**src/rtl/serial_adder_ctrl.sv**
```systemverilog
// Bit-serial WIDTH-bit adder that time-shares one half adder, two passes per bit, LSB first.
// Optional subtraction (sub port, B inverted with carry-in 1) when SERIAL_ADDER_SUB_EN is defined.

module half_adder (
    input  logic a,
    input  logic b,
    output logic carry,
    output logic sum
);
    assign sum   = a ^ b;
    assign carry = a & b;
endmodule

module serial_adder_ctrl #(
    parameter int WIDTH = 8
) (
    input  logic             clk,
    input  logic             rst,
    input  logic             start,
    input  logic [WIDTH-1:0] op_a,
    input  logic [WIDTH-1:0] op_b,
`ifdef SERIAL_ADDER_SUB_EN
    input  logic             sub,
`endif
    output logic             busy,
    output logic             done,
    output logic [WIDTH-1:0] result,
    output logic             cout
);
    localparam int CW = $clog2(WIDTH + 1);
    localparam logic [CW-1:0] LAST = CW'(WIDTH - 1);

    typedef enum logic [1:0] {IDLE, PH1, PH2, DONE} state_t;

    state_t           state, state_nxt;
    logic [WIDTH-1:0] a_sh, b_sh;
    logic [CW-1:0]    cnt;
    logic             carry_reg, s1_reg, c1_reg;
    logic             ha_a, ha_b, ha_carry, ha_sum;
    logic             new_carry;
    logic [WIDTH:0]   res_cat;
    logic [WIDTH-1:0] b_load;
    logic             c_load;

`ifdef SERIAL_ADDER_SUB_EN
    // Two's complement subtract: A + ~B + 1.
    assign b_load = sub ? ~op_b : op_b;
    assign c_load = sub;
`else
    assign b_load = op_b;
    assign c_load = 1'b0;
`endif

    half_adder u_ha (
        .a     (ha_a),
        .b     (ha_b),
        .carry (ha_carry),
        .sum   (ha_sum)
    );

    always_ff @(posedge clk or posedge rst) begin
        if (rst) state <= IDLE;
        else     state <= state_nxt;
    end

    always_comb begin
        state_nxt = state;
        ha_a      = 1'b0;
        ha_b      = 1'b0;
        busy      = 1'b0;
        done      = 1'b0;
        unique case (state)
            IDLE: if (start) state_nxt = PH1;
            PH1: begin
                ha_a      = a_sh[0];
                ha_b      = b_sh[0];
                busy      = 1'b1;
                state_nxt = PH2;
            end
            PH2: begin
                ha_a      = s1_reg;
                ha_b      = carry_reg;
                busy      = 1'b1;
                state_nxt = (cnt == LAST) ? DONE : PH1;
            end
            DONE: begin
                done      = 1'b1;
                state_nxt = IDLE;
            end
            default: state_nxt = IDLE;
        endcase
    end

    // c1 and the second-pass carry are mutually exclusive, so OR is the full carry.
    assign new_carry = c1_reg | ha_carry;
    assign res_cat   = {ha_sum, result};

    always_ff @(posedge clk or posedge rst) begin
        if (rst) begin
            a_sh      <= '0;
            b_sh      <= '0;
            cnt       <= '0;
            carry_reg <= 1'b0;
            s1_reg    <= 1'b0;
            c1_reg    <= 1'b0;
            result    <= '0;
            cout      <= 1'b0;
        end else begin
            unique case (state)
                IDLE: if (start) begin
                    a_sh      <= op_a;
                    b_sh      <= b_load;
                    carry_reg <= c_load;
                    cnt       <= '0;
                end
                PH1: begin
                    s1_reg <= ha_sum;
                    c1_reg <= ha_carry;
                end
                PH2: begin
                    result    <= res_cat[WIDTH:1];
                    carry_reg <= new_carry;
                    a_sh      <= a_sh >> 1;
                    b_sh      <= b_sh >> 1;
                    cnt       <= cnt + 1'b1;
                    if (cnt == LAST) cout <= new_carry;
                end
                default: ;
            endcase
        end
    end
endmodule

```
**config.mk**
```make
export PLATFORM = sky130hd
export DESIGN_NAME = serial_adder_ctrl
export DESIGN_NICKNAME = d
export VERILOG_FILES = /design/src/rtl/serial_adder_ctrl.sv
export SDC_FILE = /design/constraint.sdc
export NUM_CORES = 1
export LEC_CHECK = 0
export CAP_MARGIN = 10
export CORE_AREA = 4 4 78 80
export CTS_CLUSTER_SIZE = 30
export DETAILED_ROUTE_END_ITERATION = 8
export DIE_AREA = 0 0 82 84
export PLACE_DENSITY = 0.5
export SLEW_MARGIN = 10
export SYNTH_ARGS = -nofsm -noshare
export SYNTH_HDL_FRONTEND = slang
export SYNTH_SLANG_ARGS = --single-unit
```
**constraint.sdc**
```tcl
create_clock -name clk -period 2.4 [get_ports clk]
set_clock_uncertainty 0.2 [all_clocks]
set_input_delay 0.24 -clock clk [delete_from_list [all_inputs] [get_ports clk]]
set_output_delay 0.24 -clock clk [all_outputs]
set_load 0.03 [all_outputs]
```
# Word-level counts from Yosys, hierarchy flattened
# Cells that the tools add are included.
[totals]
register_bits = 34
latchBits = 0
ram_bits = 0
rom_bits = 0
inputBits = 19
output_inout_bits = 11
wordCells = 38
mem_count = 0
[op_classes]
addsub = 1
mul = 0
div = 0
n_lt_le_gt_ge = 0
n_eq_ne = 5
shifts = 0
n_mux = 15
bitwise_logic = 3
n_reduce_logical = 5
[ops]
columns = ["cell", "n"]
rows = [
  ["$pmux 8 s2", 2],
  ["$mux 8", 2],
  ["$pmux 2 s4", 1],
  ["$pmux 4 s2", 1],
  ["$pmux 1 s2", 3],
  ["$add 4x1->4 const B", 1],
  ["$eq 2x2->1 const B", 2],
  ["$eq 4x3->1 const B", 1],
  ["$mux 2", 2],
  ["$mux 4", 1],
  ["$reduce_and 2->1", 2],
  ["$mux 1", 3],
  ["$eq 2x1->1 const B", 1],
  ["$logic_not 2->1", 1],
  ["$ne 2x2->1 const B", 1],
  ["$reduce_bool 2->1", 1],
  ["$reduce_or 2->1", 1],
  ["$and 1x1->1", 1],
  ["$or 1x1->1", 1],
  ["$xor 1x1->1", 1],
]

# Depth between registers and ports, before layout
[depth]
ltp_word = 5
mapped_depth = 8
depth_no_buf = 7

# Hierarchy
# From an unflattened synthesis, not the netlist that was laid out.
[unflattened]
cells_unflattened = 137
area_unflattened_um2 = 1572.8
[modules_own_cells]
columns = ["module", "instances", "cells_each", "area_each_um2"]
rows = [
  ["serial_adder_ctrl", 1, 136, 1560.2],
  ["half_adder", 1, 1, 12.5],
]

# Least setup slack after synthesis
# Ideal clock, no wire load.
[synth_path]
kind = "reg2reg"
from = "register state[0]"
to = "register result[7]"
setup_ps = 125
arrival_time_ps = 1594
path_slack_ps = 482
stages_incl_launch_ff = 6
cell_sequence = "dfrtp_1 inv_1 ha_1 nor2b_1 ha_1 mux2_2"
[synth_via]
elab_chain_cells = 3
[synth_rtl]
columns = ["item", "line_no", "source"]
rows = [
  ["from (decl)", "35", "state_t state, state_nxt;"],
  ["from (signal assigned)", "63", "else state <= state_nxt;"],
  ["$eq 2x2->1 or $eq 2x1->1 (tied branches)", "72", "unique case (state)"],
  ["$pmux 1 s2", "72", ""],
  ["$xor 1x1->1 (*)", "10", "assign sum = a ^ b;"],
  ["net ha_sum", "39", "logic ha_a, ha_b, ha_carry, ha_sum;"],
  ["to (signal assigned)", "121", "result <= res_cat[WIDTH:1];"],
  ["to (decl)", "27", "output logic [WIDTH-1:0] result,"],
]
# The timed path passes the listed nets; every way through them passes the cells marked *.
# A chain may end at the register's enable or synchronous reset.

# Worst setup path after layout
[layout_path]
from = "register state[0]"
to = "output port busy"
[layout_via]
elab_chain_cells = 3
[layout_rtl]
columns = ["item", "line_no", "source"]
rows = [
  ["$eq 2x2->1 or $eq 2x1->1 (tied branches)", "72", ""],
  ["$reduce_or 2->1 (no line) (*)", "--", ""],
  ["$mux 1 (*)", "72", ""],
  ["to (decl)", "25", "output logic busy,"],
]
# Mark *: on every way between the ends. The rest lies on a longest branch, timed or not.

==> impl_metrics.csv <==
group,metric,value,unit
run_status,status,"finished clean",
setup_path,critical_path_arrival,1.77,ns
clocking,cts_setup_buffers,0,
detailed_routing,antenna_left,0,
sta,slew_headroom,71.1,%
finish,layout_commonest_cell,"dfrtp_1",
detailed_routing,drt_iter0_drc,58,
placement,place_hpwl,2.12,mm
clocking,cts_hold_buffers,0,
detailed_routing,via_per_inst,4.47,
setup_path,reg2reg_depth,6,
global_route,antenna_found_initial,0,
floorplanning,floorplan.die.height,84,um
global_route,grt.total_usage,9.72,%
finish,antenna_cells,0,
finish,final_layout_size_suffix_gt1_share,12.9,%
global_route,grt_max_degree,39,
global_route,grt_pass1_wl,5.22,mm
sta,hold_viol,0,
yosys,synth_nets,162,
yosys,synth_area_per_cell,11.5,sq um
sta,fin_setup_tns,0,ns
yosys,syn_area,1570,sq um
clocking,cts_root_buf,"clkbuf_8",
sta,grt_setup_unrepaired,"false",
yosys,synth_largest_area_cell,"dfrtp_1",
finish,reg_top3,"a_sh (8), b_sh (8), result (8)",
placement,portBuffers,29,
sta,fin_crit_sh,92.1,%
yosys,synth.area.top_cells,"dfrtp_1 54%, mux2i_1 9.5%, mux2_2 7.2%, o21ai_0 6.0%, nand2_1 5.3%",
yosys,synth_seq_area_share,54.1,%
job,drv_cap,0,
placement,dp_cells,234,
sta,setup_viol,0,
sta,fmax,452,MHz
detailed_routing,dr.pass1.iters,4,
floorplanning,boundaryPins,30,
setup_path,crit_path_end_kind,"primary output",
floorplanning,coreArea,5410,sq um
setup_path,r2r-start,"state[0]",
finish,final_cells,242,
floorplanning,die_w,82,um
yosys,synth_top_area_share,54.1,%
finish,layout_common_cells,"34 x dfrtp_1, 29 x clkdlybuf4s50_1, 22 x nand2_1",
finish,num-nets-final,194,
power,pwr_density_cell,1230,nW/um^2
floorplanning,dieArea,6890,sq um
setup_path,critPathRequiredTime,1.96,ns
power,vdd_ir_drop_max,0.376,mV
clocking,htree_levels,2,
floorplanning,initial_core_util,29.1,%
global_route,gr-total-overflow,0,
clocking,clk_latency,0.28,ns
clocking,clk_pin_slew,0.06,ns
setup_path,rrSetupSlack,0.48,ns
clocking,clock-sinks,34,
power,power_leakage,0.000889,uW
setup_path,start_kind,"flop",
global_route,grt_pass1_vias,1101,
detailed_routing,num_vias,1082,
min_path,holdCritPathClass,"input port to async pin",
yosys,synth_cells,137,
sta,tightest_slew,0.433,ns
floorplanning,num_rows,27,
clocking,cts_resized,0,
sta,postLayoutSetupSlackWorst,0.189,ns
detailed_routing,finalWirelength,2.98,mm
sta,drv_slew,0,
setup_path,crit_type,"flop to primary output",
setup_path,timing.rr.end,"s1_reg",
detailed_routing,wl_per_cell,12.3,um
clocking,cts_tree,"built",
clocking,cts_buffer_depth,2,
finish,syn_to_final_growth,28.2,%
clocking,cts_made_buffers,5,
yosys,ys_warn_count,0,
yosys,yosys_register_bits,34,
setup_path,cp_max_fo,5,
placement,place_congestion,0.671,
detailed_routing,drcViolationCount,0,
yosys,synth.distinct_cells,24,
placement,pre_cts_ws,0.491,ns
sta,period_needed,2.21,ns
worst max path at each step:
stage / cells after the start / slack [ns] / end / start
detailed placement: 3 / 0.49 / busy / state[0]
floorplan: 5 / 0.48 / result[7] / state[0]
global placement: 3 / 0.51 / busy / state[0]
CTS: 3 / 0.18 / busy / state[0]
finish: 3 / 0.19 / busy / state[0]
global route: 3 / 0.09 / busy / state[1]
cell families after synthesis:
logic type / after synthesis / synth area share, %
DFF: 34 / 54.1
and+or+nand+nor: 33 / 9.71
AOI/OAI and AO/OA: 27 / 9.79
muxes: 25 / 16.7
buffers and inverters: 12 / 4.93
adders and majority gates: 6 / 4.77
power breakdown:
| part | total (uW) | internal (uW) | switching (uW) | leakage, uW |
|---|---|---|---|---|
| logic | 1100 | 501 | 601 | 0.000400 |
| clock network | 426 | 231 | 195 | 0.0000482 |
| registers | 945 | 800 | 145 | 0.000441 |
| total | 2470 | 1530 | 941 | 0.000889 |
area by class of cell:
type,count,area (sq um)
fill,555,3390
sequential,34,851
multi-input combinational,91,648
timing repair buffer,33,320
tap,72,90.1
clock buffer,7,86.3
inverter,4,15.0
clock inverter,1,5.00
worst max-delay path, stage by stage (launching register included):
cell and delay (ns):
dfrtp_1 0.42, inv_1 0.08, ha_1 0.31, clkdlybuf4s50_1 0.68
Yosys cell counts:
cell,count
buf_2,2
clkbuf_1,1
o32ai_1,1
nand3b_1,1
nor2b_1,2
nor2_1,1
o22a_1,1
nand3_1,2
nand2b_1,3
clkbuf_4,1
nand4b_1,2
dfrtp_1,34
o21ai_0,19
a31oi_1,1
buf_6,3
ha_1,6
mux2i_1,15
a22oi_1,2
inv_1,4
mux2_2,10
a21oi_1,2
nand2_1,22
a32o_1,1
buf_4,1
metal layers:
metal | share of wire (%) | global-route usage (%) | vias up
li1 | - | - | 539
met2 | 50 | 15.1 | 24
met4 | 1.8 | 3.63 | 0
met3 | 3.8 | 3.24 | 11
met5 | 0 | 0 | -
met1 | 44 | 12.3 | 508
metrics by stage:
step                instance area (sq um)  hold slack, ns  total power (uW)  util [%]
floorplan                            1570           0.182              1800         -
global placement                     1920           0.264              2040      35.6
detailed placement                   1920           0.272              2080      35.6
CTS                                  2020           0.169              2520      37.3
global route                         2020           0.210              2670      37.3
finish                               2020           0.166              2470      37.3
(Power assumes the default switching activity.)
